**src/rtl/mesh_seq.sv**
```systemverilog
// mesh_seq: holds A/B/D operands for one 4x4 Mesh job, drives the skewed
// preload/compute edge streams and captures the skewed C outputs.
module mesh_seq #(
   parameter int DW       = 8,
   parameter int CW       = 16,
   parameter int MESH_LAT = 5
) (
   input  logic          clock,
   input  logic          reset,
   input  logic          wr_en,
   input  logic [1:0]    wr_sel,
   input  logic [1:0]    wr_row,
   input  logic [1:0]    wr_col,
   input  logic [CW-1:0] wr_data,
   input  logic          start,
   output logic          busy,
   output logic          done,
   input  logic [1:0]    rd_row,
   input  logic [1:0]    rd_col,
   output logic [CW-1:0] rd_data,
   output logic [DW-1:0] mesh_a_0,
   output logic [DW-1:0] mesh_a_1,
   output logic [DW-1:0] mesh_a_2,
   output logic [DW-1:0] mesh_a_3,
   output logic [DW-1:0] mesh_b_0,
   output logic [DW-1:0] mesh_b_1,
   output logic [DW-1:0] mesh_b_2,
   output logic [DW-1:0] mesh_b_3,
   output logic [CW-1:0] mesh_d_0,
   output logic [CW-1:0] mesh_d_1,
   output logic [CW-1:0] mesh_d_2,
   output logic [CW-1:0] mesh_d_3,
   output logic          mesh_prop_0,
   output logic          mesh_prop_1,
   output logic          mesh_prop_2,
   output logic          mesh_prop_3,
   input  logic [CW-1:0] mesh_c_0,
   input  logic [CW-1:0] mesh_c_1,
   input  logic [CW-1:0] mesh_c_2,
   input  logic [CW-1:0] mesh_c_3
);
   typedef enum logic [1:0] {IDLE, PRELOAD, COMPUTE, DRAIN} state_t;
   localparam logic [4:0] LAST = 5'(6 + MESH_LAT);
   state_t        state_q, state_d;
   logic [4:0]    t_q, t_d, k;
   logic [DW-1:0] a_q [4][4], a_d [4][4], b_q [4][4], b_d [4][4];
   logic [CW-1:0] d_q [4][4], d_d [4][4], c_q [4][4], c_d [4][4];
   logic [DW-1:0] ma_q [4], ma_d [4], mb_q [4], mb_d [4];
   logic [CW-1:0] md_q [4], md_d [4], mc [4];
   logic [3:0]    mp_q, mp_d;
   logic          busy_q, busy_d, done_q, done_d;
   assign mc[0] = mesh_c_0;
   assign mc[1] = mesh_c_1;
   assign mc[2] = mesh_c_2;
   assign mc[3] = mesh_c_3;
   always_comb begin
      state_d = state_q;
      t_d     = t_q + 5'd1;
      a_d     = a_q;
      b_d     = b_q;
      d_d     = d_q;
      c_d     = c_q;
      done_d  = 1'b0;
      k       = '0;
      case (state_q)
         IDLE: begin
            t_d = '0;
            if (wr_en && wr_sel == 2'd0) a_d[wr_row][wr_col] = wr_data[DW-1:0];
            if (wr_en && wr_sel == 2'd1) b_d[wr_row][wr_col] = wr_data[DW-1:0];
            if (wr_en && wr_sel == 2'd2) d_d[wr_row][wr_col] = wr_data;
            if (start) state_d = PRELOAD;
         end
         PRELOAD: if (t_q == 5'd6) begin
            state_d = COMPUTE;
            t_d     = '0;
         end
         COMPUTE: if (t_q == 5'd6) state_d = DRAIN;
         default: if (t_q == LAST) begin
            state_d = IDLE;
            t_d     = '0;
            done_d  = 1'b1;
         end
      endcase
      // DRAIN keeps counting from COMPUTE, so one step count serves all captures
      for (int i = 0; i < 4; i++)
         for (int r = 0; r < 4; r++)
            if ((state_q == COMPUTE || state_q == DRAIN) && t_q == 5'(MESH_LAT + r + i))
               c_d[2'(r)][2'(i)] = mc[2'(i)];
      busy_d = state_d != IDLE;
      for (int i = 0; i < 4; i++) begin
         k              = t_d - 5'(i);
         mp_d[2'(i)]    = state_d == PRELOAD && k < 5'd4;
         md_d[2'(i)]    = mp_d[2'(i)] ? d_d[k[1:0]][2'(i)] : '0;
         ma_d[2'(i)]    = (state_d == COMPUTE && k < 5'd4) ? a_d[k[1:0]][2'(i)] : '0;
         mb_d[2'(i)]    = (state_d == COMPUTE && k < 5'd4) ? b_d[k[1:0]][2'(i)] : '0;
      end
   end
   always_ff @(posedge clock or posedge reset) begin
      if (reset) begin
         state_q <= IDLE;
         t_q     <= '0;
         a_q     <= '{default: '0};
         b_q     <= '{default: '0};
         d_q     <= '{default: '0};
         c_q     <= '{default: '0};
         ma_q    <= '{default: '0};
         mb_q    <= '{default: '0};
         md_q    <= '{default: '0};
         mp_q    <= '0;
         busy_q  <= 1'b0;
         done_q  <= 1'b0;
      end else begin
         state_q <= state_d;
         t_q     <= t_d;
         a_q     <= a_d;
         b_q     <= b_d;
         d_q     <= d_d;
         c_q     <= c_d;
         ma_q    <= ma_d;
         mb_q    <= mb_d;
         md_q    <= md_d;
         mp_q    <= mp_d;
         busy_q  <= busy_d;
         done_q  <= done_d;
      end
   end
   assign busy        = busy_q;
   assign done        = done_q;
   assign rd_data     = c_q[rd_row][rd_col];
   assign mesh_a_0    = ma_q[0];
   assign mesh_a_1    = ma_q[1];
   assign mesh_a_2    = ma_q[2];
   assign mesh_a_3    = ma_q[3];
   assign mesh_b_0    = mb_q[0];
   assign mesh_b_1    = mb_q[1];
   assign mesh_b_2    = mb_q[2];
   assign mesh_b_3    = mb_q[3];
   assign mesh_d_0    = md_q[0];
   assign mesh_d_1    = md_q[1];
   assign mesh_d_2    = md_q[2];
   assign mesh_d_3    = md_q[3];
   assign mesh_prop_0 = mp_q[0];
   assign mesh_prop_1 = mp_q[1];
   assign mesh_prop_2 = mp_q[2];
   assign mesh_prop_3 = mp_q[3];
endmodule

```
**config.mk**
```make
export PLATFORM = sky130hd
export DESIGN_NAME = mesh_seq
export DESIGN_NICKNAME = d
export VERILOG_FILES = /design/src/rtl/mesh_seq.sv
export SDC_FILE = /design/constraint.sdc
export NUM_CORES = 1
export LEC_CHECK = 0
export BUFFER_PORTS_ARGS = -buffer_cell sky130_fd_sc_hd__buf_2
export CORE_MARGIN = 2
export CORE_UTILIZATION = 40
export CTS_CLUSTER_DIAMETER = 80
export CTS_CLUSTER_SIZE = 8
export DETAILED_ROUTE_END_ITERATION = 16
export GPL_ROUTABILITY_DRIVEN = 1
export PLACE_DENSITY_LB_ADDON = 0.2
export SYNTH_ARGS = -nofsm -noshare
export SYNTH_HDL_FRONTEND = slang
export SYNTH_SLANG_ARGS = --single-unit
```
**constraint.sdc**
```tcl
create_clock -name clock -period 18.7 [get_ports clock]
set_input_delay 3.74 -clock clock [delete_from_list [all_inputs] [get_ports clock]]
set_output_delay 3.74 -clock clock [all_outputs]
set_load 0.1 [all_outputs]
```
==> flow_metrics.tcl, run 1 <==
set metrics [dict create \
    rows 76 \
    ctsResizeCount 0 \
    synth_cell_types 58 \
    max_freq_mhz 111 \
    synthTopCellsByArea "dfrtp_1, mux2_2, buf_4" \
    route.final.wire_length_um 40800 \
    fin_worst_skew_ns 0.0131 \
    async_flop_share_pct 100 \
    postCtsSetupBuffers 0 \
    drc 0 \
    layout-drive-gt1-share_pct 45.6 \
    grt_pass1_vias 10854 \
    tightest_slew_ns 1.06 \
    min_period_over_period_pct 48.2 \
    overflow 0 \
    cts_buffers 55 \
    layout_setup_ws_ns 9.68 \
    root_buffer "clkbuf_16" \
    initial_utilization_pct 40.6 \
    synth_top_area_share_pct 56.6 \
    seq_area_frac_synth_pct 56.6 \
    avgViaCountPerCell 5.29 \
    synthFlopType "dfrtp_1" \
    holdWs_ns 0.487 \
    synth-edff-count 0 \
    synth_most_common_cell "dfrtp_1" \
    place_hpwl_um 23900 \
    slew_viol_final 0 \
    finalSetupViolCount 0 \
    postRouteAntennaNets 0 \
    die_y_um 213 \
    die-area_um2 45400 \
    r2r_start "t_q[0]$_DFF_PP0_" \
    place_congestion 0.736 \
    portBuffers 145 \
    ys.warnings.count 66 \
    status "finished, final reports clean" \
    cts_buffer_depth 3 \
    p_leak_nw 10.2 \
    synth_commonest_cells "dfrtp_1, mux2_2, buf_4, clkbuf_1, o32a_1" \
    h-tree-depth 2 \
    cts_sinks 395 \
    p_per_area_nw_per_um2 158 \
    crit_fanout 16 \
    crit_arrival_ns 5.28 \
    grt_start_max_net_pins 147 \
    nFillCells 3929 \
    ir_worst_vdd_mv 0.124 \
    drv_cap 0 \
    stdcell_area_um2 19800 \
    wl_per_cell_um 21.3 \
    netlist_instances 1200 \
    ctsHoldBuffers 0 \
    ios 244 \
    hold_viol_final 0 \
    preCtsSetupSlack_ns 9.66 \
    final_nets 1423 \
    avgSynthCellArea_um2 14.6 \
    die_x_um 213 \
    antenna_found_initial 3 \
    worstSetupPathType "in -> out" \
    clk_latency_ns 0.58 \
    core_um2 43100 \
    end_kind "primary output" \
    vias 10125 \
    drtIter0Drc 586 \
    clk_pin_slew_ns 0.05 \
    cp-start-kind "input port" \
    synth_area_um2 17500 \
    grt_usage_pct 18.6 \
    synth_top_area_cell "dfrtp_1" \
    worstSetupStartpoint "rd_row[0]" \
    cts_tree "done" \
    post_dp_cell_area_um2 18300 \
    tns_ns 0 \
    synth-seq-cells 395 \
    slew_headroom_pct 29.0 \
    syn_to_final_growth_pct 13.4 \
    min_from "b_q[52]$_DFF_PP0_" \
    finalCriticalPeriod_ns 9.02 \
    rsz0062_at_grt "no" \
    dr.pass1.iters 4 \
    required_ns 14.96 \
    timing.reg2reg.setup_slack_ns 14.80 \
    hold_class "reg -> reg" \
    grt_pass1_wl_um 64200 \
]
per-stage QoR:
step,util [%],instances,power [mW]
finish,46.0,1915,3.13
global route,46.0,1914,3.30
CTS,46.0,1914,3.17
detailed placement,42.6,1854,2.27
global placement,42.6,1854,2.26
floorplan,-,1265,2.03
state kept, by name, indices dropped and copies added (netlist names):
register,count
busy,1
t_q,5
mesh_a_1,8
mesh_b_0,8
d_q,128
mesh_d_0,16
c_q,64
b_q,64
done,1
mp_q,2
a_q,64
state_q,2
mesh_b_1,8
mesh_a_0,8
mesh_d_1,16
routing by layer:
metal	GRT usage, %	part of all wire [%]
met5	0	0.032
met1	25.2	45
met2	29.8	47
met4	4.82	1.9
met3	4.94	5.5
path summary, 6_finish.rpt:
kind                                          end  cells after the start
setup / recovery                       rd_data[0]                      4
hold / removal                  b_q[52]$_DFF_PP0_                      1
setup reg to reg           mesh_d_0[11]$_DFF_PP0_                      8
hold reg to reg                 b_q[52]$_DFF_PP0_                      1
max in group asynchronous    c_q[178]$_DFFE_PP0P_                      4
min in group asynchronous    c_q[252]$_DFFE_PP0P_                      2
area by class of cell:
| class | instances | area (µm²) | share of cell area (%) |
|---|---|---|---|
| flip-flops and latches | 395 | 9880 | 49.9 |
| multi-input cells | 705 | 6840 | 34.5 |
| clock buffers | 58 | 1440 | 7.27 |
| repair buffers | 158 | 836 | 4.22 |
| well taps | 585 | 732 | 3.70 |
| inverters | 11 | 48.8 | 0.246 |
| clock inverters | 2 | 25.0 | 0.126 |
| diodes | 1 | 2.50 | 0.0126 |
placed cells by master (no fill, tap or decap), types with 4 or more instances in the layout:
| master | count |
|---|---|
| a211oi_1 | 8 |
| a21oi_1 | 7 |
| a221o_1 | 9 |
| a221oi_1 | 15 |
| and3_1 | 15 |
| buf_2 | 145 |
| buf_4 | 12 |
| clkbuf_16 | 57 |
| conb_1 | 66 |
| dfrtp_1 | 395 |
| inv_1 | 6 |
| mux2_1 | 5 |
| mux2_2 | 343 |
| mux2i_1 | 10 |
| mux4_2 | 16 |
| nand2_1 | 5 |
| nand3_1 | 13 |
| nand3_2 | 5 |
| nor2_1 | 11 |
| nor2b_1 | 17 |
| nor3_1 | 16 |
| o211a_1 | 31 |
| o32a_1 | 39 |
| o32ai_1 | 23 |
| or2_2 | 4 |
worst max-delay path: stages:
cell	delay, ns
buf_2	0.47
mux4_2	0.57
nor2b_1	0.17
buf_2	0.32
cell families (layout without fill, tap and decap cells):
group | Yosys count | in the layout | synth area share (%)
simple gates | 115 | 115 | 4.64
xor+xnor | 5 | 5 | 0.251
buf+inv | 165 | 229 | 5.69
flops | 395 | 395 | 56.6
mux | 375 | 375 | 25.2
other cells | 1 | 67 | 0.0215
compound gates | 141 | 141 | 7.44
fa+ha+maj | 3 | 3 | 0.215
power by group:
| group | internal [mW] | total (mW) | switching [mW] |
|---|---|---|---|
| clock | 0.534 | 0.878 | 0.344 |
| sequential | 0.983 | 1.05 | 0.0632 |
| combinational | 0.383 | 1.21 | 0.822 |
| total | 1.90 | 3.13 | 1.23 |
Note: power is estimated with default switching activity, not from simulation.
==> run 2: changes to the inputs <==
--- a/config.mk
+++ b/config.mk
@@ -5,6 +5,7 @@
 export SDC_FILE = /design/constraint.sdc
 export NUM_CORES = 1
 export LEC_CHECK = 0
+export ABC_AREA = 1
 export BUFFER_PORTS_ARGS = -buffer_cell sky130_fd_sc_hd__buf_2
 export CORE_MARGIN = 2
 export CORE_UTILIZATION = 40
==> constraint.sdc (replaced) <==
create_clock -name clock -period 8 [get_ports clock]
set_input_delay 1.6 -clock clock [delete_from_list [all_inputs] [get_ports clock]]
set_output_delay 1.6 -clock clock [all_outputs]
set_load 0.1 [all_outputs]
==> run 2 against run 1 <==
Die area rose by 7.8%. Count of clock-buffer cells in the layout fell by 2. Worst setup slack got worse by 7.1 ns. Global-route usage rose by 3.1 points. Clock skew rose by 0.011 ns. Critical path type unchanged. Critical endpoint is now rd_data[11].
==> flow_metrics.tcl, run 2 <==
set metrics [dict create \
    cts_buffer_depth 3 \
    cts_tree "done" \
    finalSetupViolCount 0 \
    stdcell_area_um2 21300 \
    core_um2 46600 \
    layout-drive-gt1-share_pct 11.4 \
    tightest_slew_ns 1.20 \
    end_kind "primary output" \
    die_x_um 221 \
    p_per_area_nw_per_um2 374 \
    slew_headroom_pct 19.6 \
    grt_pass1_vias 15319 \
    nFillCells 4656 \
    synth_commonest_cells "nand2_1, inv_1, dfrtp_1, nor2_1, o21ai_0" \
    ctsHoldBuffers 0 \
    place_congestion 0.895 \
    tns_ns 0 \
    final_cell_mix "nand2_1, inv_1, dfrtp_1" \
    cts_buffers 55 \
    clk_pin_slew_ns 0.05 \
    die_y_um 221 \
    critPathTopFamily "buffers and inverters" \
    wl_per_cell_um 16.7 \
    netlist_instances 2449 \
    largest_reg_flops 128 \
    async_flop_share_pct 100 \
    clk_latency_ns 0.61 \
    synth_area_um2 18800 \
    min_period_over_period_pct 67.4 \
    place_hpwl_um 34400 \
    avgSynthCellArea_um2 7.70 \
    required_ns 6.40 \
    cp-start-kind "input port" \
    cts_sinks 395 \
    root_buffer "clkbuf_16" \
    ff2ff_path_depth 13 \
    min_from "d_q[124]$_DFF_PP0_" \
    route.final.wire_length_um 53100 \
    final_common_cell "nand2_1" \
    timing.reg2reg.setup_slack_ns 3.49 \
    synth_top_area_cell "dfrtp_1" \
    max_stage_delay_ns 0.62 \
    r2r_start "t_q[0]$_DFF_PP0_" \
    synthFlopType "dfrtp_1" \
    whs_path_depth 2 \
    syn_to_final_growth_pct 12.8 \
    hold_class "reg -> reg" \
    rsz0062_at_grt "no" \
    hold_viol_final 0 \
    die-area_um2 48900 \
    drv_cap 0 \
    status "finished, final reports clean" \
    dr.pass1.iters 5 \
    power_mw 7.96 \
    drtIter0Drc 1088 \
    synthTopCellsByArea "dfrtp_1, nand2_1, inv_1" \
    ir_worst_vdd_mv 0.288 \
    crit_path_top_delay_cell "inv_1" \
    synth-edff-count 0 \
    synth_top_area_share_pct 52.4 \
    grt_usage_pct 21.8 \
    synth_cell_types 32 \
    preCtsSetupSlack_ns 2.60 \
    post_dp_cell_area_um2 19800 \
    fin_worst_skew_ns 0.0238 \
    worstPathCellList "buf_2 > inv_1 > a21oi_1 > o21ai_0 > a21oi_1 > buf_2" \
    crit_arrival_ns 3.79 \
    postRouteAntennaNets 0 \
    synth-seq-cells 395 \
    avgViaCountPerCell 4.83 \
    final_nets 2672 \
    max_freq_mhz 186 \
    layout_setup_ws_ns 2.61 \
    ios 244 \
    antenna_found_initial 2 \
    initial_utilization_pct 40.5 \
    rr_endpoint "mesh_a_1[6]$_DFF_PP0_" \
    postCtsSetupBuffers 0 \
    portBuffers 145 \
    overflow 0 \
    seq_area_frac_synth_pct 52.4 \
    grt_start_max_net_pins 144 \
    slew_viol_final 0 \
    ctsResizeCount 0 \
    vias 15397 \
    regMostFlops "d_q" \
    synth_most_common_cell "nand2_1" \
    rows 79 \
    crit_fanout 33 \
    p_leak_nw 12.0 \
    drc 0 \
    h-tree-depth 2 \
    whs_endpoint "d_q[124]$_DFF_PP0_" \
    grt_pass1_wl_um 84200 \
    ys.warnings.count 66 \
    finalCriticalPeriod_ns 5.39 \
    worstSetupPathType "in -> out" \
    path_buf_inv 3 \
]
[run 2: worst max path at each step]
| stage | start | endpoint | slack (ns) | depth (start not counted) |
|---|---|---|---|---|
| floorplan | reset | a_q[112]$_DFF_PP0_ | 1.08 | 1 |
| global placement | rd_row[0] | rd_data[9] | 2.66 | 6 |
| detailed placement | rd_row[0] | rd_data[8] | 2.60 | 6 |
| CTS | rd_row[0] | rd_data[11] | 2.61 | 6 |
| global route | rd_row[0] | rd_data[8] | 2.37 | 6 |
| finish | rd_row[0] | rd_data[11] | 2.61 | 6 |
[run 2: power by group]
group	total [mW]	internal [mW]	switching (mW)
clock network	2.05	1.21	0.843
registers	2.54	2.40	0.141
logic	3.37	0.724	2.64
[run 2: routing by layer]
layer / up-vias / part of all wire [%] / global-route usage, %
met3: 153 / 5.6 / 3.40
met2: 495 / 46 / 35.5
met4: 0 / 4.7 / 10.6
met5: - / 0 / 0
met1: 7301 / 43 / 28.4
li1: 7448 / - / -
[run 2: tightest hold or removal path, delay by kind of cell (launching register included)]
kind	cells	cell delay [ns]
flip-flops	1	0.32
AND/OR/NAND/NOR	2	0.12
[run 2: cells by family (layout without fill, tap and decap cells)]
kind of cell / after synthesis / in the layout / share of synthesized area [%]
AOI/OAI and AO/OA: 290 / 290 / 8.34
and+or+nand+nor: 1143 / 1143 / 23.7
xor gates and xnor gates: 3 / 3 / 0.139
muxes: 32 / 32 / 1.91
other: 1 / 68 / 0.0199
buffers and inverters: 582 / 645 / 13.3
adders and majority gates: 3 / 3 / 0.199
DFF: 395 / 395 / 52.4
[run 2: area by class of cell]
class	count	area (µm²)	area share, %
Antenna cell	2	5.00	0.0235
Clock buffer	56	1390	6.54
Clock inverter	3	33.8	0.159
Inverter	424	1600	7.50
Multi-Input combinational cell	1537	6730	31.7
Sequential cell	395	9880	46.5
Tap cell	607	759	3.57
Timing Repair Buffer	162	866	4.07
[run 2: per-stage QoR]
stage          util [%]  cells  hold slack [ns]
6_report           45.7   3186            0.472
5_1_grt            45.7   3186            0.495
4_1_cts            45.7   3184            0.469
3_5_place_dp       42.6   3125            0.457
3_3_place_gp       42.6   3125            0.449
2_1_floorplan         -   2514            0.437
==> run 3: changes to the inputs <==
==> constraint.sdc (replaced) <==
create_clock -name clock -period 4.65 [get_ports clock]
set_input_delay 0.93 -clock clock [delete_from_list [all_inputs] [get_ports clock]]
set_output_delay 0.93 -clock clock [all_outputs]
set_load 0.1 [all_outputs]
==> run 3 against run 2 <==
Die area is the same. First-iteration DRC count grew 13%. Largest cell class unchanged. Sequential power grew 72%. Combinational power grew 72%. Worst hold slack gained 0.0016 ns. Core utilization grew 0.35 points. Clock power grew 73%. Cell area grew 0.76%.
==> flow_metrics.tcl, run 3 (synthesis results as in run 2) <==
set metrics [dict create \
    drv_cap 0 \
    status "finished, final reports clean" \
    crit_fanout 32 \
    postRouteAntennaNets 0 \
    rsz0062_at_grt "no" \
    crit_end "rd_data[8]" \
    fin_worst_skew_ns 0.0178 \
    antenna_found_initial 1 \
    core_um2 46600 \
    crit_arrival_ns 2.73 \
    use_met1_pct 29.0 \
    finalCriticalPeriod_ns 3.66 \
    h-tree-depth 2 \
    dpl.cell_count 3138 \
    clk_latency_ns 0.60 \
    path_buf_inv 3 \
    vias 15479 \
    drtIter0Drc 1234 \
    cts_sinks 395 \
    wl_per_cell_um 16.5 \
    critPathTopFamily "buffers and inverters" \
    slew_headroom_pct 29.3 \
    max_freq_mhz 274 \
    syn_to_final_growth_pct 13.7 \
    grt_start_max_net_pins 96 \
    min_period_over_period_pct 78.6 \
    place_hpwl_um 35000 \
    cts_tree "done" \
    ff2ff_path_depth 11 \
    rows 79 \
    rr_endpoint "mesh_d_1[11]$_DFF_PP0_" \
    die_x_um 221 \
    top_usage_layer "met2" \
    tightest_slew_ns 1.06 \
    clk_pin_slew_ns 0.05 \
    timing.reg2reg.setup_slack_ns 1.53 \
    grt_pass1_wl_um 84400 \
    route.final.wire_length_um 52900 \
    holdWs_ns 0.473 \
    p_leak_nw 12.1 \
    layout-drive-gt1-share_pct 11.9 \
    crit_path_top_delay_cell "inv_1" \
    largest_reg_flops 128 \
    cts_buffer_depth 3 \
    initial_utilization_pct 40.5 \
    stdcell_count 3199 \
    max_stage_delay_ns 0.69 \
    power_mw 13.7 \
    grt_pass1_vias 15374 \
    hold_viol_final 0 \
    r2r_start "t_q[0]$_DFF_PP0_" \
    use_met3_pct 2.63 \
    overflow 0 \
    required_ns 3.72 \
    final_nets 2685 \
    hold_class "reg -> reg" \
    final_common_cell "nand2_1" \
    slew_viol_final 0 \
    worstPathCellList "buf_2 > inv_1 > o21ai_0 > a21oi_1 > buf_2" \
    cp-start-kind "input port" \
    place_congestion 0.911 \
    dr.pass1.iters 6 \
    end_kind "primary output" \
    worstSetupPathType "in -> out" \
    tns_ns 0 \
    postCtsSetupBuffers 0 \
    crit_top_cell "buf_2" \
    ctsHoldBuffers 0 \
    regMostFlops "d_q" \
    root_buffer "clkbuf_16" \
    avgViaCountPerCell 4.84 \
    grt_util_met2_pct 35.7 \
    ctsResizeCount 0 \
    final_cell_mix "nand2_1, inv_1, dfrtp_1" \
    worstSetupStartpoint "rd_row[0]" \
    cp_num_cells 5 \
    fin_util_pct 46.0 \
    die_y_um 221 \
    ios 244 \
    die-area_um2 48900 \
    p_per_area_nw_per_um2 639 \
    finalSetupViolCount 0 \
    grt_usage_pct 21.8 \
    drc 0 \
    portBuffers 145 \
    cts_buffers 55 \
    ir_worst_vdd_mv 0.521 \
]
run 3: worst min-delay path by stage:
stage,startpoint,endpoint,slack (ns),depth (start not counted)
4_1_cts,d_q[125]$_DFF_PP0_,d_q[125]$_DFF_PP0_,0.47,2
6_report,d_q[125]$_DFF_PP0_,d_q[125]$_DFF_PP0_,0.47,2
3_3_place_gp,d_q[124]$_DFF_PP0_,d_q[124]$_DFF_PP0_,0.45,2
3_5_place_dp,d_q[125]$_DFF_PP0_,d_q[125]$_DFF_PP0_,0.46,2
2_1_floorplan,b_q[30]$_DFF_PP0_,b_q[30]$_DFF_PP0_,0.44,2
5_1_grt,d_q[120]$_DFF_PP0_,d_q[120]$_DFF_PP0_,0.49,2
run 3: area by class of cell:
class | count | area, µm²
fillers | 4755 | 25100
flip-flops and latches | 395 | 9880
multi-input cells | 1537 | 6730
inverters | 424 | 1600
clock buffers | 57 | 1420
repair buffers | 175 | 1010
well taps | 607 | 759
clock inverters | 3 | 30.0
diodes | 1 | 2.50
run 3: power breakdown:
part           total, mW  internal, mW  leakage (nW)  switching (mW)
registers           4.37          4.13          4.75           0.237
clock network       3.55          2.11         0.713            1.44
logic               5.78          1.26          6.66            4.52
total               13.7          7.50          12.1            6.20
run 3: worst min-delay path: stages (launching register included):
cell and delay (ns):
dfrtp_1 0.32, nand2_1 0.05, nand2_1 0.07
run 3: metrics by stage:
stage	area, µm²	setup slack (ns)
2_1_floorplan	19100	-1.60
3_3_place_gp	20000	1.12
3_5_place_dp	20000	1.04
4_1_cts	21400	1.04
5_1_grt	21400	0.941
6_report	21400	0.994
run 3: metal layers:
metal | wire length, µm | part of all wire, % | vias to the layer above
met5 | 0 | 0 | -
met4 | 2230 | 4.2 | 0
met3 | 2710 | 5.1 | 136
met2 | 25000 | 47 | 504
met1 | 23000 | 43 | 7348
li1 | - | - | 7491
